## src/rtl/apb_master.sv

```systemverilog
// apb_master: APB requester. Converts single read/write commands into
// SETUP/ACCESS transfers, waits for the slave's ready (with a timeout), and
// returns read data or a timeout flag as a one-cycle response pulse.
module apb_master #(
   parameter int unsigned TIMEOUT_CYCLES = 16,
   parameter int unsigned ADDR_W         = 32,
   parameter int unsigned DATA_W         = 8
) (
   input  logic              i_Pclk,
   input  logic              i_Preset,
   input  logic              i_Cmd_Valid,
   output logic              o_Cmd_Ready,
   input  logic              i_Cmd_Write,
   input  logic [ADDR_W-1:0] i_Cmd_Addr,
   input  logic [DATA_W-1:0] i_Cmd_Wdata,
   output logic              o_Psel,
   output logic              o_Penable,
   output logic              o_Pwrite,
   output logic [ADDR_W-1:0] o_Paddr,
   output logic [DATA_W-1:0] o_Pwdata,
   input  logic [DATA_W-1:0] i_Prdata,
   input  logic              i_Pready,
   output logic              o_Rsp_Valid,
   output logic [DATA_W-1:0] o_Rsp_Rdata,
   output logic              o_Rsp_Timeout,
   output logic              o_Busy
);

   typedef enum logic [1:0] {
      IDLE   = 2'd0,
      SETUP  = 2'd1,
      ACCESS = 2'd2
   } state_t;

   // Wide enough to hold TIMEOUT_CYCLES itself; the count saturates there.
   localparam int unsigned      CNT_W   = $clog2(TIMEOUT_CYCLES + 1);
   localparam logic [CNT_W-1:0] CNT_MAX = CNT_W'(TIMEOUT_CYCLES);

   state_t              state_q,       state_d;
   logic [CNT_W-1:0]    cnt_q,         cnt_d;
   logic                psel_q,        psel_d;
   logic                penable_q,     penable_d;
   logic                pwrite_q,      pwrite_d;
   logic [ADDR_W-1:0]   paddr_q,       paddr_d;
   logic [DATA_W-1:0]   pwdata_q,      pwdata_d;
   logic                rsp_valid_q,   rsp_valid_d;
   logic                rsp_timeout_q, rsp_timeout_d;
   logic [DATA_W-1:0]   rsp_rdata_q,   rsp_rdata_d;
   logic [CNT_W-1:0]    cnt_inc;
   logic                cmd_accept;

   // Ready is decoded from the state register and held low while in reset.
   assign o_Cmd_Ready = (state_q == IDLE) && i_Preset;
   assign cmd_accept  = i_Cmd_Valid && o_Cmd_Ready;
   assign cnt_inc     = (cnt_q == CNT_MAX) ? cnt_q : cnt_q + CNT_W'(1);

   // Next-state and registered-output decode for the IDLE/SETUP/ACCESS FSM.
   always_comb begin
      // NOTE: every signal gets a default first so no path can infer a latch.
      state_d       = state_q;
      cnt_d         = cnt_q;
      psel_d        = psel_q;
      penable_d     = penable_q;
      pwrite_d      = pwrite_q;
      paddr_d       = paddr_q;
      pwdata_d      = pwdata_q;
      rsp_valid_d   = 1'b0;
      rsp_timeout_d = 1'b0;
      rsp_rdata_d   = rsp_rdata_q;

      unique case (state_q)
         IDLE: begin
            if (cmd_accept) begin
               pwrite_d = i_Cmd_Write;
               paddr_d  = i_Cmd_Addr;
               if (i_Cmd_Write) pwdata_d = i_Cmd_Wdata;
               psel_d    = 1'b1;
               penable_d = 1'b0;
               cnt_d     = '0;
               state_d   = SETUP;
            end
         end
         SETUP: begin
            penable_d = 1'b1;
            cnt_d     = '0;
            state_d   = ACCESS;
         end
         ACCESS: begin
            if (i_Pready) begin
               // Completion wins over a timeout landing on the same edge.
               psel_d      = 1'b0;
               penable_d   = 1'b0;
               rsp_valid_d = 1'b1;
               rsp_rdata_d = pwrite_q ? '0 : i_Prdata;
               state_d     = IDLE;
            end else begin
               cnt_d = cnt_inc;
               if (cnt_inc == CNT_MAX) begin
                  psel_d        = 1'b0;
                  penable_d     = 1'b0;
                  rsp_valid_d   = 1'b1;
                  rsp_timeout_d = 1'b1;
                  rsp_rdata_d   = '0;
                  state_d       = IDLE;
               end
            end
         end
         default: state_d = IDLE;
      endcase
   end

   // State and output registers; reset may arrive mid-transfer.
   always_ff @(posedge i_Pclk or negedge i_Preset) begin
      if (!i_Preset) begin
         state_q       <= IDLE;
         cnt_q         <= '0;
         psel_q        <= 1'b0;
         penable_q     <= 1'b0;
         pwrite_q      <= 1'b0;
         paddr_q       <= '0;
         pwdata_q      <= '0;
         rsp_valid_q   <= 1'b0;
         rsp_timeout_q <= 1'b0;
         rsp_rdata_q   <= '0;
      end else begin
         // NOTE: non-blocking assignments so every flop samples pre-edge values.
         state_q       <= state_d;
         cnt_q         <= cnt_d;
         psel_q        <= psel_d;
         penable_q     <= penable_d;
         pwrite_q      <= pwrite_d;
         paddr_q       <= paddr_d;
         pwdata_q      <= pwdata_d;
         rsp_valid_q   <= rsp_valid_d;
         rsp_timeout_q <= rsp_timeout_d;
         rsp_rdata_q   <= rsp_rdata_d;
      end
   end

   assign o_Psel        = psel_q;
   assign o_Penable     = penable_q;
   assign o_Pwrite      = pwrite_q;
   assign o_Paddr       = paddr_q;
   assign o_Pwdata      = pwdata_q;
   assign o_Rsp_Valid   = rsp_valid_q;
   assign o_Rsp_Timeout = rsp_timeout_q;
   assign o_Rsp_Rdata   = rsp_rdata_q;
   assign o_Busy        = (state_q != IDLE);

endmodule

```

## config.mk

```make
export PLATFORM = sky130hd
export DESIGN_NAME = apb_master
export DESIGN_NICKNAME = d
export VERILOG_FILES = /design/src/rtl/apb_master.sv
export SDC_FILE = /design/constraint.sdc
export NUM_CORES = 1
export LEC_CHECK = 0
export CELL_PAD_IN_SITES_DETAIL_PLACEMENT = 1
export CELL_PAD_IN_SITES_GLOBAL_PLACEMENT = 2
export CORE_UTILIZATION = 29
export CTS_CLUSTER_SIZE = 30
export DETAILED_ROUTE_END_ITERATION = 10
export PLACE_DENSITY = 0.9
export SKIP_CTS_REPAIR_TIMING = 1
export SYNTH_ARGS = -nofsm -noshare
export SYNTH_HDL_FRONTEND = slang
export SYNTH_SLANG_ARGS = --single-unit
```

## constraint.sdc

```tcl
create_clock -name i_Pclk -period 4.7 [get_ports i_Pclk]
set_input_delay 1.41 -clock i_Pclk [delete_from_list [all_inputs] [get_ports i_Pclk]]
set_output_delay 1.41 -clock i_Pclk [all_outputs]
set_load 0.005 [all_outputs]
```

## Yosys cells after proc, flatten, opt, wreduce, memory -nomap -nowiden

Cells that the tools add are included.

| word-level totals | value |
|---|---|
| register bits | 60 |
| latch bits | 0 |
| memory bits (writable) | 0 |
| ROM bits | 0 |
| input bits | 53 |
| output and inout bits | 55 |
| logic and storage cells | 54 |
| memories | 0 |

| cells by class | value |
|---|---|
| add/sub/neg operators | 1 |
| $mul | 0 |
| div/mod/pow operators | 0 |
| magnitude comparators | 0 |
| eq/ne operators | 7 |
| shifts and indexed selects | 0 |
| muxes and demuxes | 22 |
| bitwise gates (word level) | 0 |
| reductions and logical operators | 14 |

Operators by type and width:

| cell | count |
|---|---|
| 8-bit two-way mux | 3 |
| 5-bit two-way mux | 3 |
| 5-bit case mux with 3 select lines | 1 |
| 3-bit AND reduction | 4 |
| 5-bit equality test (second input constant) | 2 |
| 1-bit two-way mux | 9 |
| 2-bit two-way mux | 3 |
| 2-bit case mux with 3 select lines | 1 |
| 2-bit AND reduction | 3 |
| 2-bit nonzero test | 3 |
| 5-bit by 1-bit adder with 5-bit output (second input constant) | 1 |
| 2-bit != test (second input constant) | 2 |
| 3-bit != test (second input constant) | 1 |
| 1-bit case mux with 3 select lines | 1 |
| 3-bit nonzero test | 1 |
| 2-bit by 1-bit equality test with 1-bit output (second input constant) | 1 |
| 2-bit equality test (second input constant) | 1 |
| 1-bit logical AND | 2 |
| 2-bit zero test | 1 |
| 1-bit case mux with 2 select lines | 1 |

## Depth between registers and ports, before layout

Gate-level depths: netlist of the first run.

| logic depth | value |
|---|---|
| depth after elaboration | 6 |
| gate-level depth with buffers | 8 |
| depth with buffers taken out | 6 |

## Worst setup path before layout of the first run

Ideal clock, no wire load.

| path | value |
|---|---|
| kind | in2out |
| start | input i_Preset |
| end | output o_Cmd_Ready |
| data arrival time | 1.540 ns |
| required time | 3.290 ns |
| setup slack | 1.750 ns |
| cell stages on the path | 2 |
| path buffers | 0 |
| path through | inv_1 nor2_1 |

| on the way | value |
|---|---|
| cells in the longest elaborated chain, start to end | 1 |

Ends and longest elaborated chain:

| what | RTL line | source |
|---|---|---|
| start, declared | 10 | `input logic i_Preset,` |
| 1-bit logical AND | 53 | `assign o_Cmd_Ready = (state_q == IDLE) && i_Preset;` |
| end, declared | 12 | `output logic o_Cmd_Ready,` |

No other way between the ends.

## Final worst setup path of the first run

Ends and elaborated chain as after synthesis.

==> flow_summary_export.csv, run 1 <==
group,metric,value,unit
power_and_ir_drop,power_leakage,1.67,nW
die,dieHeight,97.2,microns
sta,fin_crit,3.61,ns
cts,cts.sink_count,60,
global_route,grt_pass1_wl,11.2,mm
sta,setup_viol,0,
finish,fin_util,0.453,
cts,clk-insertion-delay-late,0.34,ns
run,cap_violations,0,
synthesis,ys.flop_type,"dfrtp_1",
route,firstDrtPassIters,4,
critical_path,cp_num_buf_inv,3,
die,start_util,0.300,
cts,cts_root_buf,"clkbuf_8",
route,drc,0,
sta,rsz0062_at_grt,"no",
cts,ctsHtreeMaxLevel,3,
critical_path,critical_path.max_fanout,2,
synthesis,yosys_warnings,0,
sta,clock_skew,0.00484,ns
critical_path,required,3.29,ns
placed_design,gp_congestion,0.727,
sta,fin_setup_tns,0,ns
synthesis,synth.largest_area_cell,"dfrtp_1",
synthesis,synth_edf_count,0,
finish,layoutNonFillerInstCount,428,
synthesis,synthAdderAreaFrac,0.00953,
critical_path,critPathLaunchType,"input pin",
cts,clk_path_buf_depth,2,
finish,drive_above_1_share,0.209,
route,wirelength,6.75,mm
finish,antenna_cells,0,
power_and_ir_drop,power.density,451,nW/um^2
critical_path,worst_setup_path_end_kind,"primary output",
synthesis,yosysUniqueCellTypes,40,
sta,clock.fmax,0.277,GHz
synthesis,synth-compound-area-share,0.0996,
critical_path,crit_slowest_cell,"clkdlybuf4s50_1",
route,routed-via-count,2039,
global_route,grt_pass1_vias,2231,
die,die_area,9440,sq um
synthesis,synth_most_common_cell,"dfrtp_1",
route,viasPerCell,4.76,
synthesis,synth_top_family_by_area,"multiplexers",
die,core,8760,sq um
sta,worst_pin_slew,0.909,ns
sta,hold_viol,0,
global_route,grt_use_total,0.151,
critical_path,slowest_delay,0.53,ns
die,rows,34,
synthesis,synth_top_area_share,0.572,
synthesis,synth-seq-cells,60,
synthesis,seq_area_frac_synth,0.572,
synthesis,syn_inst,209,
sta,fin_crit_sh,0.768,
finish,fin_area,3970,sq um
synthesis,yosys.area_share.simple,0.0829,
global_route,gr-total-overflow,0,
placed_design,place_area,3750,sq um
run_status,status,"finished, final reports clean",
global_route,grt_max_degree,64,
synthesis,synthTopCellsByArea,"dfrtp_1 57%, mux2_2 17%, o31ai_1 2.9%",
sta,slew_viol_final,0,
synthesis,syn_nets,264,
finish,nNetsFinal,370,
placed_design,portBuffers,107,
finish,final.fill_count,954,
synthesis,synthArstFlopShare,1.00,
power_and_ir_drop,ir_drop,200,uV
worst_hold_path,hold_path_class,"flop to flop",
critical_path,crit_chain,"buf_2 -> inv_1 -> nor2_1 -> clkdlybuf4s50_1",
cts,cts_buffers,9,
critical_path,critPathKind,"input pin to primary output",
synthesis,synth_area,2630,sq um
sta,max-slew-margin-rel,0.393,
route,drtAntennaViolNets,0,
die,die_w,97.2,microns
cts,cts_tree,"yes",
critical_path,timing.critical_path.arrival,2.20,ns
route,wl_per_cell,15.8,microns
synthesis,synthXorXnorAreaFrac,0.00667,
cts,clkTransAtPathRegs,0.07,ns
placed_design,placed_cells,412,
finish,area_growth,51.2,%
synthesis,ys_top_cells_by_count,"60 x dfrtp_1, 40 x mux2_2, 13 x inv_1",
placed_design,dp_hpwl,4.80,mm
route,drtIter0Drc,74,
synthesis,synth.avg_cell_area,12.6,sq um
synthesis,synthMuxAreaShare,0.172,
global_route,grt_antenna_before_repair,0,
critical_path,crit_family,"buffers and inverters",
die,boundaryPins,108,
worst reg2reg max path: cells and delay by family, from the launching register on:
family	cells	cell delay [ns]
compound gates	1	0.73
fa+ha+maj	1	0.21
xor+xnor	1	0.17
flops	1	0.49
simple gates	2	0.53
buf+inv	1	0.08
per-stage QoR:
step                setup slack [ns]  hold slack, ns  power [W]
floorplan                       1.75           0.504   0.000931
detailed placement              1.02           0.495    0.00129
global placement                1.06           0.489    0.00127
global route                    1.03           0.527    0.00190
CTS                             1.07           0.510    0.00182
finish                          1.09           0.507    0.00179
kinds of logic (layout without fill, tap and decap cells):
logic type	count (synthesis)	after routing
AO/OA/AOI/OAI	37	37
XOR/XNOR	2	2
adder cells (fa/ha/maj)	2	2
buffers and inverters	28	139
flip-flops	60	60
multiplexers	40	40
AND/OR/NAND/NOR	40	40
layer usage:
| layer | vias to the layer above | wire, microns | global-route usage |
|---|---|---|---|
| met5 | - | 0 | 0 |
| met1 | 1028 | 2790 | 0.177 |
| met2 | 54 | 3450 | 0.250 |
| li1 | 947 | - | - |
| met3 | 10 | 416 | 0.0568 |
| met4 | 0 | 100 | 0.0586 |
registers in the layout (all words and copies together) (netlist names):
name,count
cnt_q,5
o_Paddr,32
o_Penable,1
o_Psel,1
o_Pwdata,8
o_Pwrite,1
o_Rsp_Rdata,8
o_Rsp_Timeout,1
o_Rsp_Valid,1
state_q,2
path summary, 6_finish.rpt:
path | startpoint | end | slack (ns) | depth (start not counted)
min in group asynchronous | i_Preset | o_Rsp_Rdata[4] | 1.24 | 2
min | o_Paddr[2] | o_Paddr[2] | 0.51 | 1
min reg2reg | o_Paddr[2] | o_Paddr[2] | 0.51 | 1
max in group asynchronous | i_Preset | state_q[1] | 2.94 | 2
max reg2reg | cnt_q[0] | o_Rsp_Timeout | 2.40 | 6
max | i_Preset | o_Cmd_Ready | 1.09 | 4
placed cells by master, fill, tap and decap left out, drive strengths merged, types with 3 or more instances in the layout:
master and instances:
nand3 4, nor2 11, o31ai 10, a21oi 3, dfrtp 60, a31oi 8, nand2b 3, nand2 9
clkbuf 11, mux2 40, o21ai 6, buf 4, clkdlybuf4s50 106, inv 14
power by group:
group | switching [W] | total, W | leakage (nW) | internal [W]
registers | 0.0000785 | 0.000722 | 0.709 | 0.000643
clock network | 0.000207 | 0.000522 | 0.106 | 0.000315
logic | 0.000186 | 0.000548 | 0.850 | 0.000363
layout make-up:
type,count,area [sq um],area share
clock buffers,11,141,0.0356
well taps,108,135,0.0340
inverters,13,48.8,0.0123
repair buffers,110,1090,0.274
multi-input cells,121,972,0.245
flip-flops and latches,60,1500,0.378
clock inverters,5,83.8,0.0211
Note: power is estimated with default switching activity, not from simulation.
==> run 2: changes to the inputs <==
--- a/config.mk
+++ b/config.mk
@@ -7,10 +7,10 @@
 export LEC_CHECK = 0
 export CELL_PAD_IN_SITES_DETAIL_PLACEMENT = 1
 export CELL_PAD_IN_SITES_GLOBAL_PLACEMENT = 2
-export CORE_UTILIZATION = 29
+export CORE_UTILIZATION = 26
 export CTS_CLUSTER_SIZE = 30
 export DETAILED_ROUTE_END_ITERATION = 10
-export PLACE_DENSITY = 0.9
+export PLACE_DENSITY = 0.82
 export SKIP_CTS_REPAIR_TIMING = 1
 export SYNTH_ARGS = -nofsm -noshare
 export SYNTH_HDL_FRONTEND = slang
==> constraint.sdc (replaced) <==
create_clock -name i_Pclk -period 3.6 [get_ports i_Pclk]
set_input_delay 1.08 -clock i_Pclk [delete_from_list [all_inputs] [get_ports i_Pclk]]
set_output_delay 1.08 -clock i_Pclk [all_outputs]
set_load 0.005 [all_outputs]
==> flow_summary_export.csv, run 2 (synthesis results as in run 1) <==
group,metric,value,unit
run_status,status,"finished, final reports clean",
sta,hold_viol,0,
sta,rsz0062_at_grt,"no",
finish,area_growth,52.6,%
sta,clock.fmax,0.337,GHz
sta,fin_setup_tns,0,ns
sta,worst_pin_slew,0.827,ns
die,rows,36,
finish,antenna_cells,0,
route,viasPerCell,4.48,
die,dieHeight,103,microns
run,cap_violations,0,
finish,final.fill_count,1092,
sta,max-slew-margin-rel,0.448,
route,routed-via-count,2028,
placed_design,portBuffers,107,
die,boundaryPins,108,
route,wl_per_cell,15.3,microns
critical_path,critical_path.max_fanout,3,
die,core,9770,sq um
critical_path,required,2.52,ns
power_and_ir_drop,power.density,584,nW/um^2
route,drc,0,
die,die_w,103,microns
die,die_area,10500,sq um
route,wirelength,6.92,mm
sta,clock_skew,0.00942,ns
die,start_util,0.269,
sta,setup_viol,0,
global_route,grt_pass1_vias,2223,
finish,nNetsFinal,370,
critical_path,crit_family,"buffers and inverters",
critical_path,critPathLaunchType,"input pin",
finish,mostFrequentLayoutCells,"106 x clkdlybuf4s50_1, 60 x dfrtp_1, 40 x mux2_2, 13 x inv_1, 11 x nor2_1",
placed_design,dp_hpwl,4.93,mm
cts,cts_tree,"yes",
route,met1_length,2.91,mm
global_route,grt_use_total,0.141,
critical_path,worst_setup_path_end_kind,"primary output",
cts,clk-insertion-delay-late,0.33,ns
finish,layout_commonest_cell,"clkdlybuf4s50_1",
cts,cts_buffers,9,
finish,drive_above_1_share,0.206,
critical_path,critPathKind,"input pin to primary output",
critical_path,crit_chain,"buf_2 -> inv_1 -> nor2_1 -> clkdlybuf4s50_1",
worst_hold_path,hold_path_class,"flop to flop",
cts,cts_root_buf,"clkbuf_8",
global_route,grt_max_degree,63,
power_and_ir_drop,power_leakage,1.67,nW
critical_path,cp_num_buf_inv,3,
route,drtIter0Drc,49,
placed_design,gp_congestion,0.720,
route,dr_wl_met3,429,microns
cts,clkTransAtPathRegs,0.07,ns
sta,fin_hold_ws,0.508,ns
critical_path,slowest_delay,0.53,ns
global_route,gr-total-overflow,0,
critical_path,crit_slowest_cell,"clkdlybuf4s50_1",
global_route,grt_pass1_wl,11.2,mm
sta,fin_crit_sh,0.825,
route,firstDrtPassIters,4,
cts,clk_path_buf_depth,2,
route,routed.top_layer,"met4",
cts,ctsHtreeMaxLevel,3,
power_and_ir_drop,ir_drop,192,uV
route,drtAntennaViolNets,0,
finish,largest_reg_flops,32,
sta,fin_crit,2.97,ns
finish,fin_util,0.410,
critical_path,timing.critical_path.arrival,1.89,ns
route,routed-wl-met2,3.46,mm
global_route,grt_antenna_before_repair,0,
cts,cts.sink_count,60,
sta,slew_viol_final,0,
## run 2: cell types whose count changed in the layout (fill, tap and decap cells not counted)
cell        before  now
buf_12           0    1
buf_4            3    2
clkbuf_1         1    2
clkinv_2         0    1
clkinvlp_4       2    1
inv_6            1    0
## run 2: report_power, final
part | switching [W] | internal (W)
combinational | 0.000244 | 0.000475
sequential | 0.000100 | 0.000840
clock | 0.000271 | 0.000408
## run 2: final timing paths
check | from | end | slack [ns] | depth (start not counted)
worst max-delay path | i_Preset | o_Cmd_Ready | 0.63 | 4
min in group asynchronous | i_Preset | state_q[1] | 0.98 | 2
worst max register to register | cnt_q[0] | o_Rsp_Timeout | 1.30 | 6
max in group asynchronous | i_Preset | o_Rsp_Valid | 2.07 | 2
worst min-delay path | o_Paddr[9] | o_Paddr[9] | 0.51 | 1
worst min register to register | o_Paddr[9] | o_Paddr[9] | 0.51 | 1
## run 2: worst reg2reg max path, stage by stage (launching register included)
cell and delay (ns):
dfrtp_1 0.51, inv_1 0.08, ha_1 0.22, and4bb_2 0.27
xnor2_1 0.17, a211oi_2 0.67, nor3b_1 0.29
## run 2: metrics by stage
step | total power (W) | area, sq um | setup WS, ns | instances
after floorplan | 0.00121 | 2630 | 1.31 | 209
after global placement | 0.00165 | 3790 | 0.613 | 437
after detailed placement | 0.00168 | 3790 | 0.601 | 437
after CTS | 0.00238 | 4010 | 0.600 | 453
after global routing | 0.00247 | 4010 | 0.582 | 453
final | 0.00234 | 4010 | 0.630 | 453
## run 2: metal layers
| metal | global-route usage | up-vias |
|---|---|---|
| met5 | 0 | - |
| met4 | 0.0560 | 0 |
| met3 | 0.0441 | 10 |
| met2 | 0.235 | 56 |
| met1 | 0.170 | 1019 |
| li1 | - | 943 |
## run 2: final cells by class
type	instances	area, sq um	share of cell area
Clock buffer	12	145	0.0362
Clock inverter	4	72.6	0.0181
Inverter	13	48.8	0.0122
Multi-Input combinational cell	121	972	0.243
Sequential cell	60	1500	0.375
Tap cell	133	166	0.0415
Timing Repair Buffer	110	1100	0.275
==> run 3: changes to the inputs <==
==> constraint.sdc (replaced) <==
create_clock -name i_Pclk -period 2.9 [get_ports i_Pclk]
set_input_delay 0.87 -clock i_Pclk [delete_from_list [all_inputs] [get_ports i_Pclk]]
set_output_delay 0.87 -clock i_Pclk [all_outputs]
set_load 0.005 [all_outputs]
==> flow_summary_export.csv, run 3 (synthesis results as in run 1) <==
group,metric,value,unit
run_status,status,"finished, final reports clean",
finish,largest_reg_flops,32,
cts,cts_buffers,9,
placed_design,pre_cts_slack,0.314,ns
global_route,grt_use_total,0.145,
cts,clkTransAtPathRegs,0.07,ns
finish,layoutNonFillerInstCount,458,
finish,drive_above_1_share,0.225,
cts,cts.sink_count,60,
sta,clock.fmax,0.376,GHz
power_and_ir_drop,combPwrFrac,0.330,
power_and_ir_drop,p_int,0.00197,W
critical_path,r2r_end,"o_Rsp_Rdata[4]",
cts,cts_root_buf,"clkbuf_8",
power_and_ir_drop,clockPowerShare,0.248,
cts,cts_tree,"yes",
sta,rsz0062_at_grt,"no",
finish,area_growth,52.5,%
sta,slew_viol_final,0,
critical_path,required,2.03,ns
critical_path,crit_start,"state_q[0]",
die,die_w,103,microns
sta,clock_skew,0.0101,ns
sta,worst_pin_slew,0.789,ns
global_route,grt_use_met1,0.179,
power_and_ir_drop,power.density,687,nW/um^2
cts,ctsHtreeMaxLevel,3,
sta,max-slew-margin-rel,0.474,
die,rows,36,
placed_design,portBuffers,107,
power_and_ir_drop,seqPwrFrac,0.422,
sta,final.setup.worst_slack,0.238,ns
sta,setup_viol,0,
route,drtIter0Drc,91,
route,drc,0,
global_route,grt_antenna_before_repair,0,
critical_path,worstReg2RegStart,"cnt_q[0]",
placed_design,gp_congestion,0.689,
sta,fin_crit_sh,0.918,
placed_design,dp_hpwl,5.08,mm
die,die_area,10500,sq um
power_and_ir_drop,ir_drop,315,uV
die,boundaryPins,108,
finish,mostFrequentLayoutCells,"106 x clkdlybuf4s50_1, 60 x dfrtp_1, 40 x mux2_2, 13 x inv_1, 11 x nor2_1",
critical_path,timing.critical_path.arrival,1.79,ns
finish,layout_commonest_cell,"clkdlybuf4s50_1",
sta,fin_crit,2.66,ns
global_route,grt_use_met3,0.0522,
placed_design,placed_cells,442,
placed_design,place_area,3830,sq um
die,dieHeight,103,microns
global_route,busiest_layer,"met2",
die,start_util,0.269,
sta,hold_viol,0,
cts,clk-insertion-delay-late,0.34,ns
finish,fin_util,0.410,
sta,fin_setup_tns,0,ns
power_and_ir_drop,power_leakage,1.68,nW
route,wirelength,6.99,mm
global_route,grt_max_degree,61,
die,core,9770,sq um
route,drtAntennaViolNets,0,
route,firstDrtPassIters,3,
finish,antenna_cells,0,
critical_path,critical_path.max_fanout,9,
global_route,grt_pass1_vias,2151,
global_route,gr-total-overflow,0,
power_and_ir_drop,p_sw,0.000780,W
power_and_ir_drop,switching_share,0.283,
critical_path,critPathLaunchType,"flop",
critical_path,r2r_slack,0.96,ns
cts,clk_path_buf_depth,2,
global_route,grt_pass1_wl,11.4,mm
finish,fin_area,4000,sq um
route,viasPerCell,4.48,
finish,nNetsFinal,375,
critical_path,endpoint,"o_Cmd_Ready",
critical_path,worst_setup_path_end_kind,"primary output",
route,wl_per_cell,15.3,microns
worst_hold_path,hold_path_class,"input pin to asynchronous set/reset pin",
critical_path,critPathKind,"flop to primary output",
critical_path,reg2reg_depth,7,
global_route,grtUsageMet2,0.237,
run,cap_violations,0,
route,routed-via-count,2050,
-- run 3: through the flow --
| step | hold slack [ns] | power [W] |
|---|---|---|
| floorplan | 0.504 | 0.00151 |
| global placement | 0.486 | 0.00207 |
| detailed placement | 0.493 | 0.00210 |
| CTS | 0.464 | 0.00280 |
| global route | 0.455 | 0.00293 |
| finish | 0.460 | 0.00275 |
-- run 3: worst min-delay path by stage --
stage	depth (start not counted)	endpoint	slack (ns)
2_1_floorplan	1	o_Pwdata[0]	0.50
5_1_grt	2	o_Rsp_Rdata[7]	0.46
3_5_place_dp	1	o_Pwdata[2]	0.49
3_3_place_gp	1	o_Pwdata[4]	0.49
6_report	2	o_Rsp_Rdata[7]	0.46
4_1_cts	2	o_Rsp_Rdata[7]	0.46
-- run 3: critical path: stages, from the launching register on --
cell             delay [ns]
dfrtp_1                0.46
or2_2                  0.34
nor2_1                 0.12
clkdlybuf4s50_1        0.54
-- run 3: final cells by class --
type	count	area (sq um)
clock buffer	10	138
fill	1081	5770
tap	133	166
multi-input combinational	121	972
clock inverter	6	38.8
sequential	60	1500
timing repair buffer	115	1140
inverter	13	48.8
-- run 3: power groups by stage --
stage	Sequential (W)	Combinational [W]	Clock, W
3_5_place_dp	0.00118	0.000919	0
4_1_cts	0.00117	0.000925	0.000705
3_3_place_gp	0.00117	0.000899	0
6_report	0.00116	0.000908	0.000682
2_1_floorplan	0.00118	0.000331	0
5_1_grt	0.00119	0.000986	0.000750
-- run 3: routing by layer --
metal  vias up  routed length [microns]  share of wire
li1        961                        -              -
met1      1030                     2850           0.41
met2        50                     3610           0.52
met3         9                      450          0.064
met4         0                       76          0.011
met5         -                        0              0
